$ cat src/rtl/zapper_shot_ctrl_if.sv
// CPU-side bus of the zapper shot controller: address decode, read/write strobes and status readback.
interface zapper_shot_ctrl_if #(
  parameter int WIDTH         = 16,
  parameter int RAM_ADDR_BITS = 16
);
  logic [RAM_ADDR_BITS-1:0] adr;
  logic                     memread;
  logic                     memwrite;
  logic [WIDTH-1:0]         writedata;
  logic [WIDTH-1:0]         dataOut;
  logic                     sel;

  modport master (
    output adr, memread, memwrite, writedata,
    input  dataOut, sel
  );

  modport slave (
    input  adr, memread, memwrite, writedata,
    output dataOut, sel
  );
endinterface

$ cat src/rtl/zapper_shot_ctrl.sv
// Light-gun shot sequencer: debounced trigger, black/target frame phases, photodiode
// sampling and a CPU-visible status/control word.
module zapper_shot_ctrl #(
  parameter int                     WIDTH         = 16,
  parameter int                     RAM_ADDR_BITS = 16,
  parameter logic [RAM_ADDR_BITS-1:0] ZAP_ADDR    = 16'hBFFC,
  parameter int                     SYNC_STAGES   = 2,
  parameter int                     DEBOUNCE_CYC  = 50000,
  parameter int                     BLACK_CYC     = 833333,
  parameter int                     TARGET_CYC    = 833333
) (
  input  logic                clk,
  input  logic                reset,
  zapper_shot_ctrl_if.slave   bus,
  input  logic                trigger_in,
  input  logic                detect_in,
  output logic                vga_black,
  output logic                vga_target,
  output logic                shot_busy
);

  localparam int PH_MAX = (BLACK_CYC > TARGET_CYC) ? BLACK_CYC : TARGET_CYC;
  localparam int PH_W   = (PH_MAX > 1) ? $clog2(PH_MAX) : 1;
  localparam int DB_W   = $clog2(DEBOUNCE_CYC + 1);

  typedef enum logic [2:0] {IDLE, BLACK, TARGET, DONE, HOLDOFF} state_t;

  state_t                  state_q, state_d;
  logic [PH_W-1:0]         phase_q, phase_d;
  logic                    amb_q, amb_d, tgt_q, tgt_d;
  logic [SYNC_STAGES-1:0]  trig_sync_q, det_sync_q;
  logic [DB_W-1:0]         db_cnt_q;
  logic                    trig_db_q, trig_db_prev_q;
  logic                    valid_q, valid_d, hit_q, hit_d, fault_q, fault_d, arm_q, arm_d;
  logic [7:0]              count_q, count_d;
  logic                    trig_s, det_s, trig_rise, done, rd, wr;
  logic [15:0]             status;
  logic                    unused_wd;

  assign trig_s    = trig_sync_q[SYNC_STAGES-1];
  assign det_s     = det_sync_q[SYNC_STAGES-1];
  assign trig_rise = trig_db_q & ~trig_db_prev_q;
  assign unused_wd = ^bus.writedata;

  // NOTE: every flop uses <= so all registers update from pre-edge values, independent of block order.
  always_ff @(posedge clk or negedge reset) begin
    if (!reset) begin
      trig_sync_q    <= '0;
      det_sync_q     <= '0;
      db_cnt_q       <= '0;
      trig_db_q      <= 1'b0;
      trig_db_prev_q <= 1'b0;
    end else begin
      trig_sync_q    <= {trig_sync_q[SYNC_STAGES-2:0], trigger_in};
      det_sync_q     <= {det_sync_q[SYNC_STAGES-2:0], detect_in};
      trig_db_prev_q <= trig_db_q;
      if (trig_s == trig_db_q) begin
        db_cnt_q <= '0;
      end else if (db_cnt_q == DB_W'(DEBOUNCE_CYC - 1)) begin
        trig_db_q <= trig_s;
        db_cnt_q  <= '0;
      end else begin
        db_cnt_q <= db_cnt_q + 1'b1;
      end
    end
  end

  // NOTE: defaults first so every path assigns every signal and no latch is inferred.
  always_comb begin
    state_d = state_q;
    phase_d = phase_q;
    amb_d   = amb_q;
    tgt_d   = tgt_q;
    done    = 1'b0;
    unique case (state_q)
      IDLE: begin
        if (trig_rise && arm_q) begin
          state_d = BLACK;
          phase_d = '0;
        end
      end
      BLACK: begin
        if (det_s) amb_d = 1'b1;
        if (phase_q == PH_W'(BLACK_CYC - 1)) begin
          state_d = TARGET;
          phase_d = '0;
        end else begin
          phase_d = phase_q + 1'b1;
        end
      end
      TARGET: begin
        if (det_s) tgt_d = 1'b1;
        if (phase_q == PH_W'(TARGET_CYC - 1)) begin
          state_d = DONE;
          phase_d = '0;
        end else begin
          phase_d = phase_q + 1'b1;
        end
      end
      DONE: begin
        done    = 1'b1;
        amb_d   = 1'b0;
        tgt_d   = 1'b0;
        state_d = HOLDOFF;
      end
      HOLDOFF: begin
        // A held trigger keeps us here, so it can never fire a second shot.
        if (!trig_db_q) state_d = IDLE;
      end
      default: state_d = IDLE;
    endcase
  end

  assign rd = bus.memread & bus.sel;
  assign wr = bus.memwrite & bus.sel;

  // The DONE update is applied last so a finishing shot wins over a coincident read or write.
  always_comb begin
    valid_d = valid_q;
    hit_d   = hit_q;
    fault_d = fault_q;
    arm_d   = arm_q;
    count_d = count_q;
    if (rd) valid_d = 1'b0;
    if (wr) begin
      arm_d = bus.writedata[0];
      if (bus.writedata[14]) begin
        valid_d = 1'b0;
        hit_d   = 1'b0;
        fault_d = 1'b0;
      end
      if (bus.writedata[15]) count_d = 8'd0;
    end
    if (done) begin
      hit_d   = tgt_q & ~amb_q;
      fault_d = amb_q;
      valid_d = 1'b1;
      count_d = count_d + 8'd1;
    end
  end

  always_ff @(posedge clk or negedge reset) begin
    if (!reset) begin
      state_q    <= IDLE;
      phase_q    <= '0;
      amb_q      <= 1'b0;
      tgt_q      <= 1'b0;
      valid_q    <= 1'b0;
      hit_q      <= 1'b0;
      fault_q    <= 1'b0;
      arm_q      <= 1'b1;
      count_q    <= 8'd0;
      vga_black  <= 1'b0;
      vga_target <= 1'b0;
      shot_busy  <= 1'b0;
    end else begin
      state_q    <= state_d;
      phase_q    <= phase_d;
      amb_q      <= amb_d;
      tgt_q      <= tgt_d;
      valid_q    <= valid_d;
      hit_q      <= hit_d;
      fault_q    <= fault_d;
      arm_q      <= arm_d;
      count_q    <= count_d;
      vga_black  <= (state_d == BLACK);
      vga_target <= (state_d == TARGET);
      shot_busy  <= (state_d == BLACK) || (state_d == TARGET) || (state_d == DONE);
    end
  end

  assign status      = {count_q, 3'b000, arm_q, fault_q, shot_busy, hit_q, valid_q};
  assign bus.sel     = (bus.adr == ZAP_ADDR);
  assign bus.dataOut = bus.sel ? WIDTH'(status) : '0;

endmodule
$ cat src/flat_wrapper.sv
// flat-port wrapper written by rule: the top's interface ports become plain ports
module zapper_shot_ctrl_flat 
#(
  parameter int                     WIDTH         = 16,
  parameter int                     RAM_ADDR_BITS = 16,
  parameter logic [RAM_ADDR_BITS-1:0] ZAP_ADDR    = 16'hBFFC,
  parameter int                     SYNC_STAGES   = 2,
  parameter int                     DEBOUNCE_CYC  = 50000,
  parameter int                     BLACK_CYC     = 833333,
  parameter int                     TARGET_CYC    = 833333
)
  (clk, reset, trigger_in, detect_in, vga_black, vga_target, shot_busy, bus_adr, bus_memread, bus_memwrite, bus_writedata, bus_dataOut, bus_sel);
  zapper_shot_ctrl_if #(.WIDTH(WIDTH), .RAM_ADDR_BITS(RAM_ADDR_BITS)) bus_i ();
  input  logic clk;
  input  logic reset;
  input  logic trigger_in;
  input  logic detect_in;
  output logic vga_black;
  output logic vga_target;
  output logic shot_busy;
  input wire logic [$bits(bus_i.adr)-1:0] bus_adr;
  input wire logic [$bits(bus_i.memread)-1:0] bus_memread;
  input wire logic [$bits(bus_i.memwrite)-1:0] bus_memwrite;
  input wire logic [$bits(bus_i.writedata)-1:0] bus_writedata;
  output wire logic [$bits(bus_i.dataOut)-1:0] bus_dataOut;
  output wire logic [$bits(bus_i.sel)-1:0] bus_sel;
  assign bus_i.adr = bus_adr;
  assign bus_i.memread = bus_memread;
  assign bus_i.memwrite = bus_memwrite;
  assign bus_i.writedata = bus_writedata;
  assign bus_dataOut = bus_i.dataOut;
  assign bus_sel = bus_i.sel;
  zapper_shot_ctrl #(.WIDTH(WIDTH), .RAM_ADDR_BITS(RAM_ADDR_BITS), .ZAP_ADDR(ZAP_ADDR), .SYNC_STAGES(SYNC_STAGES), .DEBOUNCE_CYC(DEBOUNCE_CYC), .BLACK_CYC(BLACK_CYC), .TARGET_CYC(TARGET_CYC)) u_core (.clk(clk), .reset(reset), .bus(bus_i), .trigger_in(trigger_in), .detect_in(detect_in), .vga_black(vga_black), .vga_target(vga_target), .shot_busy(shot_busy));
endmodule
$ cat config.mk
export PLATFORM = sky130hd
export DESIGN_NAME = zapper_shot_ctrl_flat
export DESIGN_NICKNAME = d
export VERILOG_FILES = /design/src/rtl/zapper_shot_ctrl_if.sv /design/src/rtl/zapper_shot_ctrl.sv /design/src/flat_wrapper.sv
export SDC_FILE = /design/constraint.sdc
export NUM_CORES = 1
export LEC_CHECK = 0
export ABC_AREA = 1
export CAP_MARGIN = 20
export CORE_UTILIZATION = 57
export CTS_CLUSTER_SIZE = 12
export DETAILED_ROUTE_END_ITERATION = 8
export GPL_TIMING_DRIVEN = 0
export PLACE_DENSITY = 0.85
export SLEW_MARGIN = 20
export SYNTH_ARGS = -nofsm -noshare
export SYNTH_HDL_FRONTEND = slang
export SYNTH_SLANG_ARGS = --single-unit
$ cat constraint.sdc
create_clock -name clk -period 2.4 [get_ports clk]
set_input_delay 0.36 -clock clk [delete_from_list [all_inputs] [get_ports clk]]
set_output_delay 0.36 -clock clk [all_outputs]
set_load 0.05 [all_outputs]
==> results.md <==
* Critical Path AT at 1900 ps
* Worst Hold Class: reg2reg
* CTS tree: done
* Mapped cell area at 3340 um2
* Critical path type: in2out
* Total global-route track usage at 0.245
* Seq/Total Area, Yosys at 0.464
* First-pass GRT wire length at 11,700 um
* Total gr overflow at 0
* Syn_area_per_cell at 8.00 um2
* Crit path launch type: input pin
* Syn Inst Count at 418
* # DRC at 0
* Area leader, netlist: dfrtp_1
* Slew @ Worst Pin at 516 ps
* Outcome: finished clean
* Async S/R FF share, synth at 1.00
* Row count at 27
* Clock slew at reported path FFs at 60 ps
* FILL cells at about 420
* Diode count at 0
* Vias in the first global route at 2,746
* Cts bufs inserted at 9
* H-Tree Depth at 3
* # setup viols final at 0
* Final layout net count at a little over 500
* Via count at 2,823
* Top cells by count, synth: 78 x nand2_1, 74 x inv_1, 61 x dfrtp_1, 57 x nor2_1, 23 x nand3_1
* Area share of the largest cell type after synthesis at 0.456
* Clk sinks at a little over 60
* DRC marker count from the first detailed-route iteration at 133
* Routed wire length at 6490 um
* Vias per cell at 5.12
* PnR Total Power at between 1500 and 2000 uW
* Clk_lat worst skew at 340 ps
* Synth area leaders: dfrtp_1 46%, nand2_1 8.8%, inv_1 8.3%
* Initial Utilization at 0.600
* Post-route ant nets at 0
* Post-CTS Setup Inserts at 0
* X dimension of the die at 78.6 um
* RSZ-0062 raised after global routing: false
* Max-slew violations at 0
* Ys Warns at 0
* Peak VDD IR at 0.395 mV
* Number of top-level pins at 58
* P_leak at 0.00196 uW
* Skew final at 12.4 ps
* Clock tree buffer depth at 2
* Drt first pass iters at 4
* Util after Layout at 0.722
* Critical path peak fanout at 5
* Dpl hpwl at 4920 um
* Die height at a little under 80 um
* Final hold vios at 0
* Final worst-path cycle share at 0.941
* Number of synthesized register bits at 62
* Top FF cell, synth: dfrtp_1
* Initial antenna violation count at 0
* DP Area at 3880 um2
* Top-count cell post-synth: nand2_1
* I/O Buffers at slightly above 40
* Fin crit period at 2260 ps
* Gpl congestion at 0.924
* Final std cells w/o fill at 551
* Core area at 5570 um2
* DR WL/cell at 11.8 um
* Setup TNS at 0 ps
* Fmax at 443 MHz
* Clock root cell: clkbuf_8
* Design area at 4030 um2
* DIE AREA at around 6200 um2
* Max-Cap Viols at 0
* Worst EP required at 2040 ps
* Area Growth Syn to Fin at 20.4%
* EDFF count, synth at 0
* Critical Path Sink Type: output pin
* Dpl cells at 534
* Largest net degree at the start of global routing at 51
* Max_slew headroom at 0.656
* Share of post-route cells with drive strength above 1 at 0.129
* PD cells at roughly 500 nW/um2
* Post-synth cell types at 42
* Register-to-register path setup slack at ~660 ps
power breakdown:
| part | internal (uW) | switching (uW) |
|---|---|---|
| logic | 50.1 | 47.9 |
| clock network | 459 | 374 |
| registers | 1050 | 4.57 |
worst max-delay path, stage by stage:
cell and delay (ps):
clkdlybuf4s50_1 460, nand2_1 50, nor2_1 100, nand2_1 90
nor2_4 140, inv_1 90, nor2_1 100, clkdlybuf4s15_1 510
area by class of cell:
| class | count | area, um2 | area share |
|---|---|---|---|
| inverters | 78 | 295 | 0.0733 |
| clock buffers | 15 | 176 | 0.0438 |
| flip-flops and latches | 62 | 1550 | 0.386 |
| repair buffers | 43 | 402 | 0.0998 |
| plain buffers | 6 | 43.8 | 0.0109 |
| clock inverters | 1 | 5.00 | 0.00124 |
| multi-input cells | 274 | 1460 | 0.363 |
| well taps | 72 | 90.1 | 0.0224 |
cell usage in the layout, fill, tap and decap left out, types with 5 or more instances in the layout:
master and count:
xnor2_1 5, inv_1 74, o21ai_0 16, nand3_1 23, buf_2 9, xor2_1 6
nor2_1 57, nor3_1 17, clkdlybuf4s50_1 26, dfrtp_1 61, a21oi_1 11, clkbuf_8 12
nand4_1 7, nand2_1 78
registers in the layout, summed over array words and instances, names as in the netlist, 2 cells and up:
name,flops
u_core.phase_q,20
u_core.db_cnt_q,16
u_core.count_q,8
u_core.state_q,3
u_core.det_sync_q,2
u_core.trig_sync_q,2
metal layers:
layer	share of wire	global-route usage	wire length, um
met4	0.015	0.0944	97
met1	0.46	0.306	2980
met5	0	0	0
met2	0.47	0.404	3040
met3	0.057	0.0651	368
timing repair:
item	4_1_cts	5_1_grt
hold buffers	1	0
hold endpoints to repair	12	0
setup endpoints to repair	13	13
resized for setup	53	7
gates cloned	0	0
path summary, 6_finish.rpt:
kind                                            start               endpoint  depth (start not counted)
worst min register to register  u_core.trig_sync_q[0]  u_core.trig_sync_q[1]                          0
worst min-delay path            u_core.trig_sync_q[0]  u_core.trig_sync_q[1]                          0
worst max register to register     u_core.db_cnt_q[0]    u_core.db_cnt_q[14]                         10
max in group asynchronous                       reset           u_core.arm_q                          3
min in group asynchronous                       reset      u_core.count_q[3]                          2
worst max-delay path                      bus_adr[12]         bus_dataOut[0]                          8
through the flow:
stage	worst slack, ps	hold slack [ps]
CTS	4.05	350
detailed placement	-494	224
global placement	-969	335
global route	2.97	358
finish	141	350
floorplan	110	64.4
cells by family (layout without fill, tap and decap cells):
kind of cell,Yosys count,count (layout),synth area share
and+or+nand+nor,215,215,0.319
buffers and inverters,84,143,0.101
DFF,62,62,0.464
AOI/OAI and AO/OA,39,39,0.0636
xor gates and xnor gates,11,11,0.0288
adders and majority gates,4,4,0.0150
muxes,2,2,0.00673
other,1,3,0.00112
(Power assumes the default switching activity.)
